==> src/rtl/hyperbus_pkg.sv <==
// Shared types and constants for the HyperBus transaction arbiter.
// Index convention: requester 0 is the read path, requester 1 the write path.
package hyperbus_pkg;

   typedef enum logic [1:0] {
      IDLE      = 2'd0,
      ISSUE     = 2'd1,
      WAIT_DONE = 2'd2
   } state_e;

   localparam int unsigned REQ_RD = 0;
   localparam int unsigned REQ_WR = 1;

   function automatic logic [1:0] idx_to_onehot(input logic idx);
      return idx ? 2'b10 : 2'b01;
   endfunction

endpackage

==> src/rtl/hyperbus_rr_arb.sv <==
// Two-requester round-robin arbiter; the owner is remembered only when a grant is accepted.
// Reset leaves read as last owner so that write wins the first contested cycle.
module hyperbus_rr_arb
   import hyperbus_pkg::*;
(
   input  logic       clk_i,
   input  logic       rst_ni,
   input  logic [1:0] req_i,
   input  logic       accept_i,
   output logic [1:0] gnt_o
);

   logic r_last;
   logic w_win;

   // On contention the requester that did not win last time goes first.
   assign w_win = (req_i == 2'b11) ? ~r_last : req_i[REQ_WR];
   assign gnt_o = (|req_i) ? idx_to_onehot(w_win) : 2'b00;

   // NOTE: sequential state is updated with non-blocking assignments only.
   always_ff @(posedge clk_i or negedge rst_ni) begin
      if (!rst_ni) begin
         r_last <= 1'(REQ_RD);
      end else if (accept_i) begin
         r_last <= w_win;
      end
   end

endmodule

==> src/rtl/hyperbus_trans_arbiter.sv <==
// Arbitrates the read and write request paths onto a single HyperBus PHY transaction port.
// Optional completion watchdog enabled by defining HYPERBUS_TRANS_TIMEOUT_EN.
module hyperbus_trans_arbiter
   import hyperbus_pkg::*;
#(
   parameter int unsigned BURST_WIDTH    = 12,
   parameter int unsigned NR_CS          = 2,
   parameter int unsigned TIMEOUT_CYCLES = 1024
) (
   input  logic                       clk_i,
   input  logic                       rst_ni,
   input  logic [1:0]                 req_valid_i,
   output logic [1:0]                 req_ready_o,
   input  logic [1:0][31:0]           req_addr_i,
   input  logic [1:0][7:0]            req_len_i,
   input  logic [1:0][1:0]            req_burst_i,
   input  logic [1:0][NR_CS-1:0]      req_cs_i,
   input  logic [1:0]                 done_i,
   output logic                       trans_valid_o,
   input  logic                       trans_ready_i,
   output logic [31:0]                trans_address_o,
   output logic [NR_CS-1:0]           trans_cs_o,
   output logic                       trans_write_o,
   output logic [BURST_WIDTH-1:0]     trans_burst_o,
   output logic                       trans_burst_type_o,
   output logic                       trans_address_space_o,
   output logic [1:0]                 grant_o,
   output logic                       busy_o,
   output logic                       timeout_o
);

   state_e                 r_state, w_state_nxt;
   logic                   r_idx;
   logic [31:0]            r_addr;
   logic [NR_CS-1:0]       r_cs;
   logic [BURST_WIDTH-1:0] r_burst;
   logic                   r_burst_type;
   logic                   r_addr_space;

   logic [1:0]             w_arb_gnt;
   logic                   w_win_idx;
   logic                   w_accept;
   logic                   w_done;
   logic                   w_timeout_hit;

   hyperbus_rr_arb u_rr_arb (
      .clk_i    (clk_i),
      .rst_ni   (rst_ni),
      .req_i    (req_valid_i),
      .accept_i (w_accept),
      .gnt_o    (w_arb_gnt)
   );

   assign w_win_idx = w_arb_gnt[REQ_WR];
   assign w_accept  = (r_state == IDLE) && (|req_valid_i);
   assign w_done    = done_i[r_idx];

`ifdef HYPERBUS_TRANS_TIMEOUT_EN
   localparam int unsigned CNT_W = $clog2(TIMEOUT_CYCLES + 1);

   logic [CNT_W-1:0] r_wait_cnt;
   logic             r_timeout;

   // The counter holds the index of the current WAIT_DONE cycle, starting at 0 on entry.
   assign w_timeout_hit = (r_state == WAIT_DONE) && !w_done &&
                          (r_wait_cnt == CNT_W'(TIMEOUT_CYCLES - 1));

   always_ff @(posedge clk_i or negedge rst_ni) begin
      if (!rst_ni) begin
         r_wait_cnt <= '0;
         r_timeout  <= 1'b0;
      end else begin
         r_timeout <= w_timeout_hit;
         if (r_state == ISSUE && trans_ready_i) begin
            r_wait_cnt <= '0;
         end else if (r_state == WAIT_DONE) begin
            r_wait_cnt <= r_wait_cnt + CNT_W'(1);
         end
      end
   end

   assign timeout_o = r_timeout;
`else
   assign w_timeout_hit = 1'b0;
   assign timeout_o     = 1'b0;
`endif

   always_comb begin
      // NOTE: default first so every path assigns w_state_nxt and no latch is inferred.
      w_state_nxt = r_state;
      unique case (r_state)
         IDLE:      if (w_accept) w_state_nxt = ISSUE;
         ISSUE:     if (trans_ready_i) w_state_nxt = WAIT_DONE;
         WAIT_DONE: if (w_done || w_timeout_hit) w_state_nxt = IDLE;
         default:   w_state_nxt = IDLE;
      endcase
   end

   always_ff @(posedge clk_i or negedge rst_ni) begin
      if (!rst_ni) begin
         r_state      <= IDLE;
         r_idx        <= 1'b0;
         r_addr       <= '0;
         r_cs         <= '0;
         r_burst      <= '0;
         r_burst_type <= 1'b0;
         r_addr_space <= 1'b0;
      end else begin
         r_state <= w_state_nxt;
         if (w_accept) begin
            r_idx        <= w_win_idx;
            r_addr       <= req_addr_i[w_win_idx];
            r_cs         <= req_cs_i[w_win_idx];
            r_burst      <= BURST_WIDTH'(req_len_i[w_win_idx]) + BURST_WIDTH'(1);
            r_burst_type <= req_burst_i[w_win_idx][0];
            r_addr_space <= req_addr_i[w_win_idx][31];
         end
      end
   end

   // Ready is combinational from the request, so it is also masked while reset is held.
   assign req_ready_o           = (w_accept && rst_ni) ? w_arb_gnt : 2'b00;
   assign trans_valid_o         = (r_state == ISSUE);
   assign busy_o                = (r_state != IDLE);
   assign grant_o               = busy_o ? idx_to_onehot(r_idx) : 2'b00;
   assign trans_address_o       = r_addr;
   assign trans_cs_o            = r_cs;
   assign trans_write_o         = r_idx;
   assign trans_burst_o         = r_burst;
   assign trans_burst_type_o    = r_burst_type;
   assign trans_address_space_o = r_addr_space;

endmodule

==> config.mk <==
export PLATFORM = sky130hd
export DESIGN_NAME = hyperbus_trans_arbiter
export DESIGN_NICKNAME = d
export VERILOG_FILES = /design/src/rtl/hyperbus_pkg.sv /design/src/rtl/hyperbus_rr_arb.sv /design/src/rtl/hyperbus_trans_arbiter.sv
export SDC_FILE = /design/constraint.sdc
export NUM_CORES = 1
export LEC_CHECK = 0
export CAP_MARGIN = 20
export CORE_UTILIZATION = 34
export DETAILED_ROUTE_END_ITERATION = 8
export PLACE_DENSITY = 0.77
export SETUP_SLACK_MARGIN = 0.05
export SYNTH_ARGS = -nofsm -noshare
export SYNTH_HDL_FRONTEND = slang
export SYNTH_SLANG_ARGS = --single-unit
export TNS_END_PERCENT = 20
==> constraint.sdc <==
create_clock -name clk_i -period 2 [get_ports clk_i]
set_input_delay 0.4 -clock clk_i [delete_from_list [all_inputs] [get_ports clk_i]]
set_output_delay 0.4 -clock clk_i [all_outputs]
set_load 0.01 [all_outputs]
; After elaboration in Yosys (flattened, before gate mapping)
; Index checks and enable logic that the tools add are counted.
[classes]
n_addsub = 1
magnitude_cmp = 2
n_eq_ne = 6
mux = 20
bitwise = 1
reduce_logical = 6
[ops]
columns = cell, count
row1 = 32-bit 2-to-1 mux, 2
row2 = 2-bit 2-to-1 mux, 10
row3 = 8-bit 2-to-1 mux, 2
row4 = "8-bit by 1-bit adder with 9-bit output, second input constant", 1
row5 = 2-bit case mux with 3 select lines, 1
row6 = 1-bit 2-to-1 mux, 5
row7 = "2-bit == test, second input constant", 2
row8 = "1-bit by 2-bit < comparator with 1-bit output, second input constant", 2
row9 = "2-bit != test, second input constant", 2
row10 = 3-bit AND reduction, 1
row11 = "2-bit by 1-bit == test with 1-bit output, second input constant", 1
row12 = 1-bit logical AND, 2
row13 = 2-bit zero test, 1
row14 = "2-bit by 1-bit != test with 1-bit output, second input constant", 1
row15 = 2-bit nonzero test, 1
row16 = 2-bit OR reduction, 1
row17 = 1-bit inverter, 1
[word_totals]
register_bits = 52
in_bits = 95
word_cells = 44

; Logic depth before layout (Yosys ltp)
; Gate-level depths: netlist (run 1).
[logic_depth]
ltp_word = 7
ltp_mapped = 10
ltp_nobuf = 7

; Hierarchy
; A second synthesis (run 1) with hierarchy kept.
[unflattened]
cells_unflattened = 253
area_unflattened_um2 = 2466.1
[modules_own_cells]
columns = module, n_inst, cells_each, area_per_inst_um2
row1 = hyperbus_trans_arbiter, 1, 248, 2403.6
row2 = hyperbus_rr_arb, 1, 5, 62.6

; Worst setup path before layout (run 1)
; No wires, ideal clock.
[synth_path]
path_type = input to register
startpoint = input req_valid_i[1]
endpoint = register r_burst[6], in the netlist trans_burst_o[6]
setup_ns = 0.138
arrival_ns = 1.759
required_time_ns = 1.862
setup_slack_ns = 0.103
cell_stages = 10
cell_sequence = a21boi_2 > buf_6 > buf_4 > buf_2 > nand2_1 > nand2_1 > ha_1 > nand4_1 > xnor2_1 > o221ai_1
[synth_between]
elab_chain_cells = 7
word_cells_on_any_way = 9
classes_between = 1 x add/sub / 1 x eq/ne / 5 x mux / 2 x reduce/logical
[synth_rtl]
columns = element, line_no
row1 = "start, declared", hyperbus_trans_arbiter.sv:12  ; input logic [1:0] req_valid_i,
row2 = 2-bit == test, hyperbus_rr_arb.sv:17  ; assign w_win = (req_i == 2'b11) ? ~r_last : req_i[REQ_WR];
row3 = 1-bit 2-to-1 mux, hyperbus_rr_arb.sv:17
row4 = 2-bit 2-to-1 mux, hyperbus_pkg.sv:15  ; return idx ? 2'b10 : 2'b01;
row5 = 2-bit 2-to-1 mux, hyperbus_rr_arb.sv:18  ; assign gnt_o = (|req_i) ? idx_to_onehot(w_win) : 2'b00;
row6 = 8-bit 2-to-1 mux (implied by the code) (2 in series), hyperbus_trans_arbiter.sv:114  ; r_burst <= BURST_WIDTH'(req_len_i[w_win_idx]) + BURST_WIDTH'(1);
row7 = 8-bit by 1-bit adder with 9-bit output, hyperbus_trans_arbiter.sv:114
row8 = "end signal, assigned", hyperbus_trans_arbiter.sv:114
row9 = "end, declared", hyperbus_trans_arbiter.sv:36  ; logic [BURST_WIDTH-1:0] r_burst;
; Several ways; a longest one is shown, not always the timed one. The select of a mux whose other input is x is not followed.
; A chain may end at the register's enable or synchronous reset.

; Worst setup path after layout (run 1)
[layout_path]
startpoint = register r_idx, in the netlist trans_write_o
endpoint = output grant_o[1]
[layout_between]
elab_chain_cells = 2
[layout_rtl]
columns = element, line_no
row1 = "start, declared", hyperbus_trans_arbiter.sv:33  ; logic r_idx;
row2 = "start signal, assigned", hyperbus_trans_arbiter.sv:111  ; r_idx <= w_win_idx;
row3 = 2-bit 2-to-1 mux, hyperbus_pkg.sv:15
row4 = 2-bit 2-to-1 mux, hyperbus_trans_arbiter.sv:125  ; assign grant_o = busy_o ? idx_to_onehot(r_idx) : 2'b00;
row5 = "end, declared", hyperbus_trans_arbiter.sv:27  ; output logic [1:0] grant_o,
; No other way between the ends.

==> results.toml, run 1 <==
[run_status]
status = "completed"

[global_route]
antenna_found_initial = 0
overflow = 0
grt_usage_pct = 19.8
grt_pass1_wl_um = 11900
grt_start_max_net_pins = 52
grt_pass1_vias = 2456

[synthesis]
synth_top_area_cell = "dfrtp_1"
ys_seq_area_share_pct = 48.1
synthCells = 301
async_reset_ff_share_pct = 100
ys.flop_type = "dfrtp_1"
yosysMostFrequentCell = "nand2_1"
synth_cell_type_count = 39
synth_area_mm2 = 0.00250
syn_avg_cell_area_um2 = 8.30
yosysWarnings = 0
synth_seq_cells = 48
synth-edff-count = 0
synthTopCellsByArea = "dfrtp_1 48%, nand2_1 14%, a31oi_1 9.3%, nor2_1 5.6%, mux2i_1 2.8%"
synth_top_area_share_pct = 48.1
synthTopCellsByCount = "94 x nand2_1, 48 x dfrtp_1, 37 x a31oi_1, 37 x nor2_1, 9 x clkbuf_1"

[sta]
tns_ps = 0
report.final.hold_viol_count = 0
slew_violations = 0
min_period_over_period_pct = 91.3
max_freq_ghz = 0.548
setup_ws_ps = 174
skew_ps = 2.12
fin_crit_ps = 1830
rsz0062_at_grt = "no"
hold_ws_ps = 87.7
setup_viol = 0

[critical_path]
crit_chain = "nor2b_1, clkdlybuf4s50_1"
rr_startpoint = "u_rr_arb.r_last$_DFFE_PN0N_"
critical_path.max_fanout = 5
crit_path_max_incr_delay_ps = 540
worst-path-buf-inv = 1
path_class = "reg2out"
end_kind = "output port"
start_kind = "flop"
r2r_end = "trans_burst_o[5]$_DFFE_PN0N_"
cp_slowest_cell = "clkdlybuf4s50_1"
cp_data_required_time_ps = 1600
r2r_slack_ps = 230
r2r_cells = 6
crit_arrival_ps = 1430
cp_top_family = "buffers and inverters"

[placement]
portBuffers = 144
gp_congestion = 0.831
placedCellCount = 535
pre_cts_ws_ps = -315
hpwlAfterDp_um = 5700
dpl-instance-area_mm2 = 0.00405

[detailed_routing]
wl_um = 7630
drc = 0
vias = 2620
vias_per_cell = 4.83
wl_per_cell_um = 14.1
firstDrtPassIters = 4
antenna_left = 0
drt_iter0_drc = 118

[hold_path]
hp-class = "in2async"

[layout]
design_area_mm2 = 0.00412
fin_cells = 542
post-route-util_pct = 59.4
num-nets-final = 542
antennaDiodeCount = 0
areaGrowthSynthToFinish_pct = 65.1
drive_gt1_share_pct = 6.95

[power_and_ir_drop]
power.leakage_nw = 1.77
finalPower_mw = 5.17
peakVddDrop_mv = 0.521
power_density_mw_per_mm2 = 1250

[floorplanning]
ioPinCount = 151
start_util_pct = 36.0
fp.dieH_um = 87.7
die_w_um = 87.7
core_mm2 = 0.00694
die_area_mm2 = 0.00769
rows = 30

[clock_tree]
cts_hold_buffers = 0
tritoncts = "done"
cts_buffers = 5
worstSkewPairLatency_ps = 290
clkSinkCount = 48
cts_max_level = 2
cts.path.max_buffers = 2
path_clk_slew_ps = 90
root_buffer = "clkbuf_8"

[flow_run]
drv_cap = 0
==> worst max-delay path by stage <==
| stage | startpoint | depth (start not counted) | endpoint |
|---|---|---|---|
| after global placement | req_valid_i[1] | 4 | req_ready_o[1] |
| after floorplan | req_valid_i[1] | 10 | trans_burst_o[6]$_DFFE_PN0N_ |
| after detailed placement | req_valid_i[1] | 7 | trans_address_o[1]$_DFFE_PN0N_ |
| after CTS | r_state[0]$_DFFE_PN0P_ | 4 | req_ready_o[0] |
| final | trans_write_o$_DFFE_PN0N_ | 2 | grant_o[1] |
| after global routing | u_rr_arb.r_last$_DFFE_PN0N_ | 6 | trans_address_o[1]$_DFFE_PN0N_ |
==> state kept, by name, indices dropped and copies added (netlist names) <==
register            count
u_rr_arb.r_last         1
trans_address_o        32
trans_write_o           1
r_state                 2
trans_burst_type_o      1
trans_cs_o              2
trans_burst_o           9
==> layout by cell type, fill, tap and decap left out, types with 2 or more instances in the layout <==
cell type,instances
clkdlybuf4s50_1,138
dfrtp_1,48
nor4_1,3
dlygate4sd2_1,2
nor2_1,37
buf_4,15
nand4_1,5
o21ai_0,2
o211ai_1,2
mux2i_1,7
nand3_1,5
nand2_1,94
and2_1,3
o21ai_1,5
xor2_1,3
and3_1,2
clkbuf_2,2
clkbuf_8,5
a31oi_1,37
conb_1,4
inv_1,3
==> logic make-up after synthesis <==
logic type               share of synthesized area [%]
other                                            0.150
XOR/XNOR                                          1.40
buffers and inverters                             6.26
multiplexers                                      3.41
adder cells (fa/ha/maj)                          0.501
AO/OA/AOI/OAI                                     13.3
AND/OR/NAND/NOR                                   26.9
flip-flops                                        48.1
==> what timing repair did <==
item,CTS,global route
endpoints found under the setup margin,21,23
hold endpoints to repair,0,0
setup buffers,0,0
gates resized for setup,4,6
==> power by group <==
group | total, mW | internal, mW | switching [mW]
sequential | 1.75 | 1.46 | 0.289
clock | 0.553 | 0.239 | 0.314
combinational | 2.87 | 1.54 | 1.33
total | 5.17 | 3.24 | 1.93
==> worst register-to-register path, cell delays in order (launching register included) <==
cell,delay (ps)
dfrtp_1,440
a21bo_1,230
buf_4,140
buf_4,180
nor3_2,220
nor4_1,80
or3b_1,360
==> routing by layer <==
| layer | up-vias | part of all wire, % | wire length, um | track usage, % |
|---|---|---|---|---|
| li1 | 1298 | - | - | - |
| met1 | 1216 | 43 | 3270 | 24.4 |
| met2 | 102 | 49 | 3750 | 35.0 |
| met3 | 4 | 7.3 | 560 | 5.28 |
| met4 | 0 | 0.52 | 40 | 3.58 |
| met5 | - | 0 | 0 | 0 |
==> layout make-up <==
type | instances | area (um^2)
Clock buffer | 6 | 72.6
Clock inverter | 1 | 5.00
Fill cell | 632 | 2820
Inverter | 4 | 15.0
Multi-Input combinational cell | 227 | 1160
Sequential cell | 48 | 1200
Tap cell | 96 | 120
Timing Repair Buffer | 160 | 1550
Power figures use the tool's default switching activity.
==> run 2, diff against run 1 <==
- SLEW_MARGIN: not set -> 30
==> results of run 2 <==
Final layout, timing and power as in run 1 (identical DEF).
